<file path="src/rtl/graphics_datapath_pkg.sv">
// graphics_datapath_pkg: colour constants, widths and base-colour lookup for the tile game datapath
package graphics_datapath_pkg;
    localparam int IDX_W   = 2;
    localparam int VGA_X_W = 8;
    localparam int VGA_Y_W = 7;
    localparam logic [2:0] BLACK = 3'b000;
    localparam logic [2:0] RED   = 3'b100;
    localparam logic [2:0] GRN   = 3'b010;
    localparam logic [2:0] BLU   = 3'b001;
    localparam logic [2:0] YEL   = 3'b110;
    localparam logic [2:0] FLASH = 3'b111;
    function automatic logic [2:0] base_colour(input logic [IDX_W-1:0] t);
        return t == 2'd0 ? RED : t == 2'd1 ? GRN : t == 2'd2 ? BLU : YEL;
    endfunction
endpackage

</file>
<file path="src/rtl/graphics_datapath_tile_lfsr.sv">
// tile_lfsr: 8-bit Fibonacci LFSR, x^8+x^6+x^5+x^4+1, advancing only when enabled
module tile_lfsr #(
    parameter logic [7:0] SEED = 8'hA5
) (
    input  logic       clock,
    input  logic       resetn,
    input  logic       en,
    output logic [7:0] q
);
    always_ff @(posedge clock) begin
        if (!resetn) q <= SEED;
        else if (en) q <= {q[6:0], q[7] ^ q[5] ^ q[4] ^ q[3]};
    end
endmodule

</file>
<file path="src/rtl/graphics_datapath.sv">
// graphics_datapath: tile select, colour, random tile pick and pixel sweep for the 2x2 tile game
module graphics_datapath
    import graphics_datapath_pkg::*;
#(
    parameter int TILE_W = 32,
    parameter int TILE_H = 32,
    parameter int X0 = 16,
    parameter int Y0 = 8,
    parameter int GAP = 8,
    parameter logic [7:0] SEED = 8'hA5
) (
    input  logic                clock,
    input  logic                resetn,
    input  logic                ld_tile,
    input  logic                ld_flash,
    input  logic                write_en,
    input  logic                counter_en,
    input  logic                random_en,
    input  logic [2:0]          tile_num,
    output logic [VGA_X_W-1:0]  x,
    output logic [VGA_Y_W-1:0]  y,
    output logic [2:0]          colour,
    output logic                plot,
    output logic                draw_done,
    output logic [IDX_W-1:0]    rand_tile
);
    localparam int CX_W = $clog2(TILE_W);
    localparam int CY_W = $clog2(TILE_H);
    localparam logic [VGA_X_W-1:0] BX0 = VGA_X_W'(X0);
    localparam logic [VGA_X_W-1:0] BX1 = VGA_X_W'(X0 + TILE_W + GAP);
    localparam logic [VGA_Y_W-1:0] BY0 = VGA_Y_W'(Y0);
    localparam logic [VGA_Y_W-1:0] BY1 = VGA_Y_W'(Y0 + TILE_H + GAP);
    logic [7:0]       lfsr;
    logic             game_mode;
    logic [IDX_W-1:0] tile_idx;
    logic [IDX_W-1:0] next_idx;
    logic [CX_W-1:0]  cx;
    logic [CY_W-1:0]  cy;
    logic             last_x;
    logic             last_y;
    logic             unused_bits;
    tile_lfsr #(.SEED(SEED)) u_lfsr (
        .clock  (clock),
        .resetn (resetn),
        .en     (random_en),
        .q      (lfsr)
    );
    always_comb begin
        next_idx = game_mode ? lfsr[1:0] : tile_num[1:0];
        last_x = cx == CX_W'(TILE_W - 1);
        last_y = cy == CY_W'(TILE_H - 1);
    end
    assign x = (tile_idx[0] ? BX1 : BX0) + VGA_X_W'(cx);
    assign y = (tile_idx[1] ? BY1 : BY0) + VGA_Y_W'(cy);
    assign plot = write_en & counter_en;
    assign rand_tile = lfsr[1:0];
    assign unused_bits = ^{tile_num[2], lfsr[7:2]};
    always_ff @(posedge clock) begin
        if (!resetn) begin
            tile_idx  <= '0;
            colour    <= BLACK;
            cx        <= '0;
            cy        <= '0;
            game_mode <= 1'b0;
            draw_done <= 1'b0;
        end else begin
            draw_done <= 1'b0;
            if (random_en) game_mode <= 1'b1;
            // A tile load restarts the sweep and suppresses any completion on the same edge
            if (ld_tile) begin
                tile_idx <= next_idx;
                cx       <= '0;
                cy       <= '0;
            end else if (counter_en) begin
                cx <= last_x ? '0 : cx + 1'b1;
                if (last_x) cy <= last_y ? '0 : cy + 1'b1;
                draw_done <= last_x & last_y;
            end
            if (ld_flash) colour <= FLASH;
            else if (ld_tile) colour <= base_colour(next_idx);
        end
    end
endmodule

</file>
<file path="config.mk">
export PLATFORM = sky130hd
export DESIGN_NAME = graphics_datapath
export DESIGN_NICKNAME = d
export VERILOG_FILES = /design/src/rtl/graphics_datapath_pkg.sv /design/src/rtl/graphics_datapath_tile_lfsr.sv /design/src/rtl/graphics_datapath.sv
export SDC_FILE = /design/constraint.sdc
export NUM_CORES = 1
export LEC_CHECK = 0
export ABC_AREA = 0
export BUFFER_PORTS_ARGS = -buffer_cell sky130_fd_sc_hd__buf_4
export CAP_MARGIN = 10
export CELL_PAD_IN_SITES_DETAIL_PLACEMENT = 1
export CELL_PAD_IN_SITES_GLOBAL_PLACEMENT = 1
export CORE_ASPECT_RATIO = 1.4
export CORE_UTILIZATION = 42
export DETAILED_ROUTE_END_ITERATION = 12
export PLACE_DENSITY = 0.93
export SLEW_MARGIN = 20
export SYNTH_ARGS = -nofsm -noshare
export SYNTH_HDL_FRONTEND = slang
export SYNTH_HIERARCHICAL = 1
export SYNTH_SLANG_ARGS = --single-unit
</file>
<file path="constraint.sdc">
create_clock -name clock -period 2.7 [get_ports clock]
set_clock_uncertainty 0.05 [all_clocks]
set_input_delay 0.27 -clock clock [delete_from_list [all_inputs] [get_ports clock]]
set_output_delay 0.27 -clock clock [all_outputs]
set_load 0.1 [all_outputs]
</file>
Yosys cells after proc, flatten, opt, wreduce, memory -nomap -nowiden
Index checks and enable logic that the tools add are counted.
{ "word_totals": {"out_inout_bits": 22, "regBits": 25, "in_bits": 10, "wordCells": 37} }
{ "op_classes": {"reduce_logical": 5, "eq_ne": 4, "addsub": 4, "n_mux": 10, "bitwise": 7} }
{ "ops": {"columns": ["op", "count"], "rows": [
  ["2-to-1 mux 3 bit", 5],
  ["adder 6 x 5 -> 7 bit", 2],
  ["2-to-1 mux 6 bit", 2],
  ["adder 5 x 1 -> 5 bit (second input constant)", 2],
  ["equality test 5 bit (second input constant)", 2],
  ["2-to-1 mux 5 bit", 2],
  ["OR reduction 3 bit", 1],
  ["bitwise XOR 1 bit", 3],
  ["AND 1 bit", 2],
  ["equality test 2 x 1 -> 1 bit (second input constant)", 1],
  ["equality test 2 bit (second input constant)", 1],
  ["logical NOT 2 bit", 1],
  ["2-to-1 mux 2 bit", 1],
  ["inverter 1 bit", 2],
  ["AND reduction 2 bit", 1],
  ["nonzero test 2 bit", 1],
  ["OR reduction 2 bit", 1]
]} }

Longest topological paths before layout
{ "logic_depth": {"word_depth": 7, "depth_mapped": 6, "mapped_depth_nobuf": 6} }

Hierarchy
The synthesis kept the hierarchy.
{ "by_module_without_submodules": {"columns": ["module", "seq_area_each_um2", "area_each_um2", "cells_per_inst", "instances"], "rows": [
  ["graphics_datapath", 340.3, 964.7, 105, 1],
  ["tile_lfsr", 160.2, 314.1, 28, 1]
]} }

Worst setup path after synthesis
No wires, ideal clock.
{ "synth_path": {"path_type": "register -> output", "startpoint": "reg tile_idx[1]", "endpoint": "out y[5]", "path_stages_with_launch": 6, "setup_slack_ns": -0.203, "path_buffers": 0, "t_required_ns": 2.380, "t_arrival_ns": 2.583, "path_cell_list": "dfxtp_1 inv_1 ha_1 inv_1 fa_1 xnor2_1"} }
{ "synth_via": {"elab_chain_len": 2} }
{ "synth_rtl": {"columns": ["item", "line_no", "source"], "rows": [
  ["start, declared", "graphics_datapath.sv:35", "logic [IDX_W-1:0] tile_idx;"],
  ["start signal, assigned", "graphics_datapath.sv:71", "tile_idx <= next_idx;"],
  ["2-to-1 mux 6 bit", "graphics_datapath.sv:54", "assign y = (tile_idx[1] ? BY1 : BY0) + VGA_Y_W'(cy);"],
  ["adder 6 x 5 -> 7 bit", "graphics_datapath.sv:54", null],
  ["end, declared", "graphics_datapath.sv:21", "output logic [VGA_Y_W-1:0] y,"]
]} }
No other way between the ends.

Worst setup path in the final report
{ "layout_path": {"startpoint": "reg tile_idx[1]", "endpoint": "out y[4]"} }
Same word-level chain as after synthesis.

==> impl_metrics.toml <==
[finish]
drive_gt1_frac = 0.2387
final_nets = 177
n_antenna_cell = 0
area_growth_syn_to_layout_pct = 19.18
fin_area_um2 = 1524

[logic_synthesis]
synth-seq-area-share = 0.3914
synth_area_leaders = "dfxtp_1 39%, mux2i_1 12%, ha_1 9.8%"
synth_common_cells = "25 x dfxtp_1, 15 x mux2i_1, 10 x ha_1"
yosys.cell_types.count = 31
syn-mean-instance-area_um2 = 9.614
yosysMostFrequentCell = "dfxtp_1"
ys_warn_count = 6
synth_top_cell_by_area = "dfxtp_1"
synth-seq-cells = 25
synth_edf_count = 0
synth_cells = 133
synth_top_area_frac = 0.3914
ys.flop_type = "dfxtp_1"
syn_nets = 154
ys_async_sr_fraction = 0
synthesis.area_um2 = 1279

[global_routing]
grt.overflow.total = 0
grt_pass1_wl_mm = 4.209
grt_pass1_vias = 1005
antenna_found_initial = 0
grt_use_total = 0.1651
grt_max_degree = 17

[clock_network]
cts-root-buf = "clkbuf_8"
hold_buffers = 0
cts_buffers = 3
h-tree-depth = 1
clk_latency_ns = 0.26
cts_setup_buffers = 0
cts_repair_resize_count = 0
cts_tree = "done"
clock-sinks = 25
path_clk_slew_ns = 0.08
cts.path.max_buffers = 2

[placed_design]
portBuffers = 29
dp_hpwl_mm = 1.964
place_area_um2 = 1478
place_congestion = 0.6771

[setup_path]
critPathRequiredTime_ns = 2.38
rrSetupSlack_ns = 0.69
critPathTopFamily = "adder cells"
critical_path_arrival_ns = 1.91
r2r_end = "cy[2]"
slowest_stage = "dfxtp_1"
critPathBufInv = 4
worstPathCellList = "inv_1 > ha_1 > inv_1 > fa_1 > inv_1 > buf_4"
slowest_delay_ns = 0.45
worstSetupEndpointType = "output pin"
worstReg2RegStart = "cx[0]"
cp_common_cell = "inv_1"
reg2reg_depth = 6
crit_fanout = 5
start_kind = "register"
critical_path_class = "register to output pin"

[timing]
grt_setup_unrepaired = "no"
post-route-period-util = 0.8275
fmax_ghz = 0.4476
fin_crit_ns = 2.234
final_hold_viol_count = 0
report.final.setup_viol = 0
finalSetupTns_ns = 0
drv_slew = 0

[hold_path]
min-delay-start = "resetn"
hold_depth = 2
min_to = "u_lfsr/q[5]"
min-delay-path-class = "input pin to register"

[detailed_routing]
vias = 977
remaining_drc_errors = 0
routedWlPerCell_um = 12.93
drt-total-wl_mm = 2.482
ant_nets = 0
drt_iter0_markers = 6
via_per_inst = 5.089
dr.pass1.iters = 2

[pwr]
ir_worst_vdd_mv = 0.3762
p_leak_nw = 0.7033
powerDensity_nw_per_um2 = 549.7

[floorplan]
core_um2 = 2878
die_w_um = 48.64
ios = 32
die_h_um = 67.29
die-area_um2 = 3272
initial_core_util = 0.4443
rows = 23

[flow_run]
drv_cap = 0

[run_status]
status = "complete, no violations"
-- per-stage QoR --
stage               utilization  setup WS, ns  instances  hold slack, ns   power, W
floorplan                     -       0.07551        133          0.2819  0.0005849
global placement         0.5135        0.7789        188          0.4044  0.0006214
detailed placement       0.5135        0.7182        188          0.4191  0.0006306
CTS                      0.5296        0.4423        192          0.1992  0.0008474
global route             0.5296        0.3797        192          0.2061  0.0008741
finish                   0.5296        0.4657        192          0.2036  0.0008377
-- flip-flops by register name (all words and copies together), names as in the netlist --
signal and flops:
draw_done 1, u_lfsr/q 8, colour 3, game_mode 1, tile_idx 2, cx 5
cy 5
-- placed cells by master, fill, tap and decap left out, drive strengths merged, types with 3 or more instances in the layout --
cell,count
a31oi,3
o21ai,4
xnor2,5
mux2i,15
nor2b,5
a21oi,7
buf,29
nand3,5
clkbuf,3
ha,10
dfxtp,25
inv,8
nand2,6
nor2,9
-- layout make-up --
cell class	count	area (um2)
clock buffers	3	41.29
clock inverters	1	5.005
fillers	356	1354
inverters	8	30.03
multi-input cells	89	683.2
flip-flops and latches	25	500.5
well taps	37	46.29
repair buffers	29	217.7
-- worst register-to-register path: stages, from the launching register on --
cell	delay, ns
dfxtp_1	0.41
ha_1	0.21
and3_1	0.17
ha_1	0.34
nand2_4	0.12
or4b_1	0.49
a21oi_1	0.15
-- per-layer routing --
metal,vias up,track usage,part of all wire
met4,0,0.06618,0.0028
met2,17,0.3281,0.57
met3,2,0.03378,0.029
met5,-,0,0
li1,489,-,-
met1,469,0.1667,0.40
-- cell families (layout without fill, tap and decap cells) --
logic type | count (synthesis) | in the layout | synth area share
simple gates | 36 | 36 | 0.1585
fa+ha+maj | 11 | 11 | 0.1135
compound gates | 20 | 20 | 0.09295
flops | 25 | 25 | 0.3914
other cells | 1 | 1 | 0.002933
buf+inv | 19 | 41 | 0.08024
mux | 16 | 16 | 0.1262
xor+xnor | 5 | 5 | 0.03425
-- how the worst max path moves through the flow --
stage | cells after the start | to | startpoint | slack (ns)
after floorplan | 4 | x[5] | tile_idx[0] | 0.08
after global placement | 6 | cy[2] | cx[0] | 0.78
after detailed placement | 6 | cy[2] | cx[0] | 0.72
after CTS | 6 | y[4] | tile_idx[1] | 0.44
after global routing | 6 | y[4] | tile_idx[1] | 0.38
final | 6 | y[4] | tile_idx[1] | 0.47
-- report_power, final --
part / total, W / switching [W] / internal (W)
Combinational: 0.000216 / 0.000158 / 0.0000584
Sequential: 0.000405 / 0.0000173 / 0.000388
Clock: 0.000217 / 0.000114 / 0.000103
Total: 0.000838 / 0.000288 / 0.000549
No activity file was read; power rests on OpenSTA's default activity.
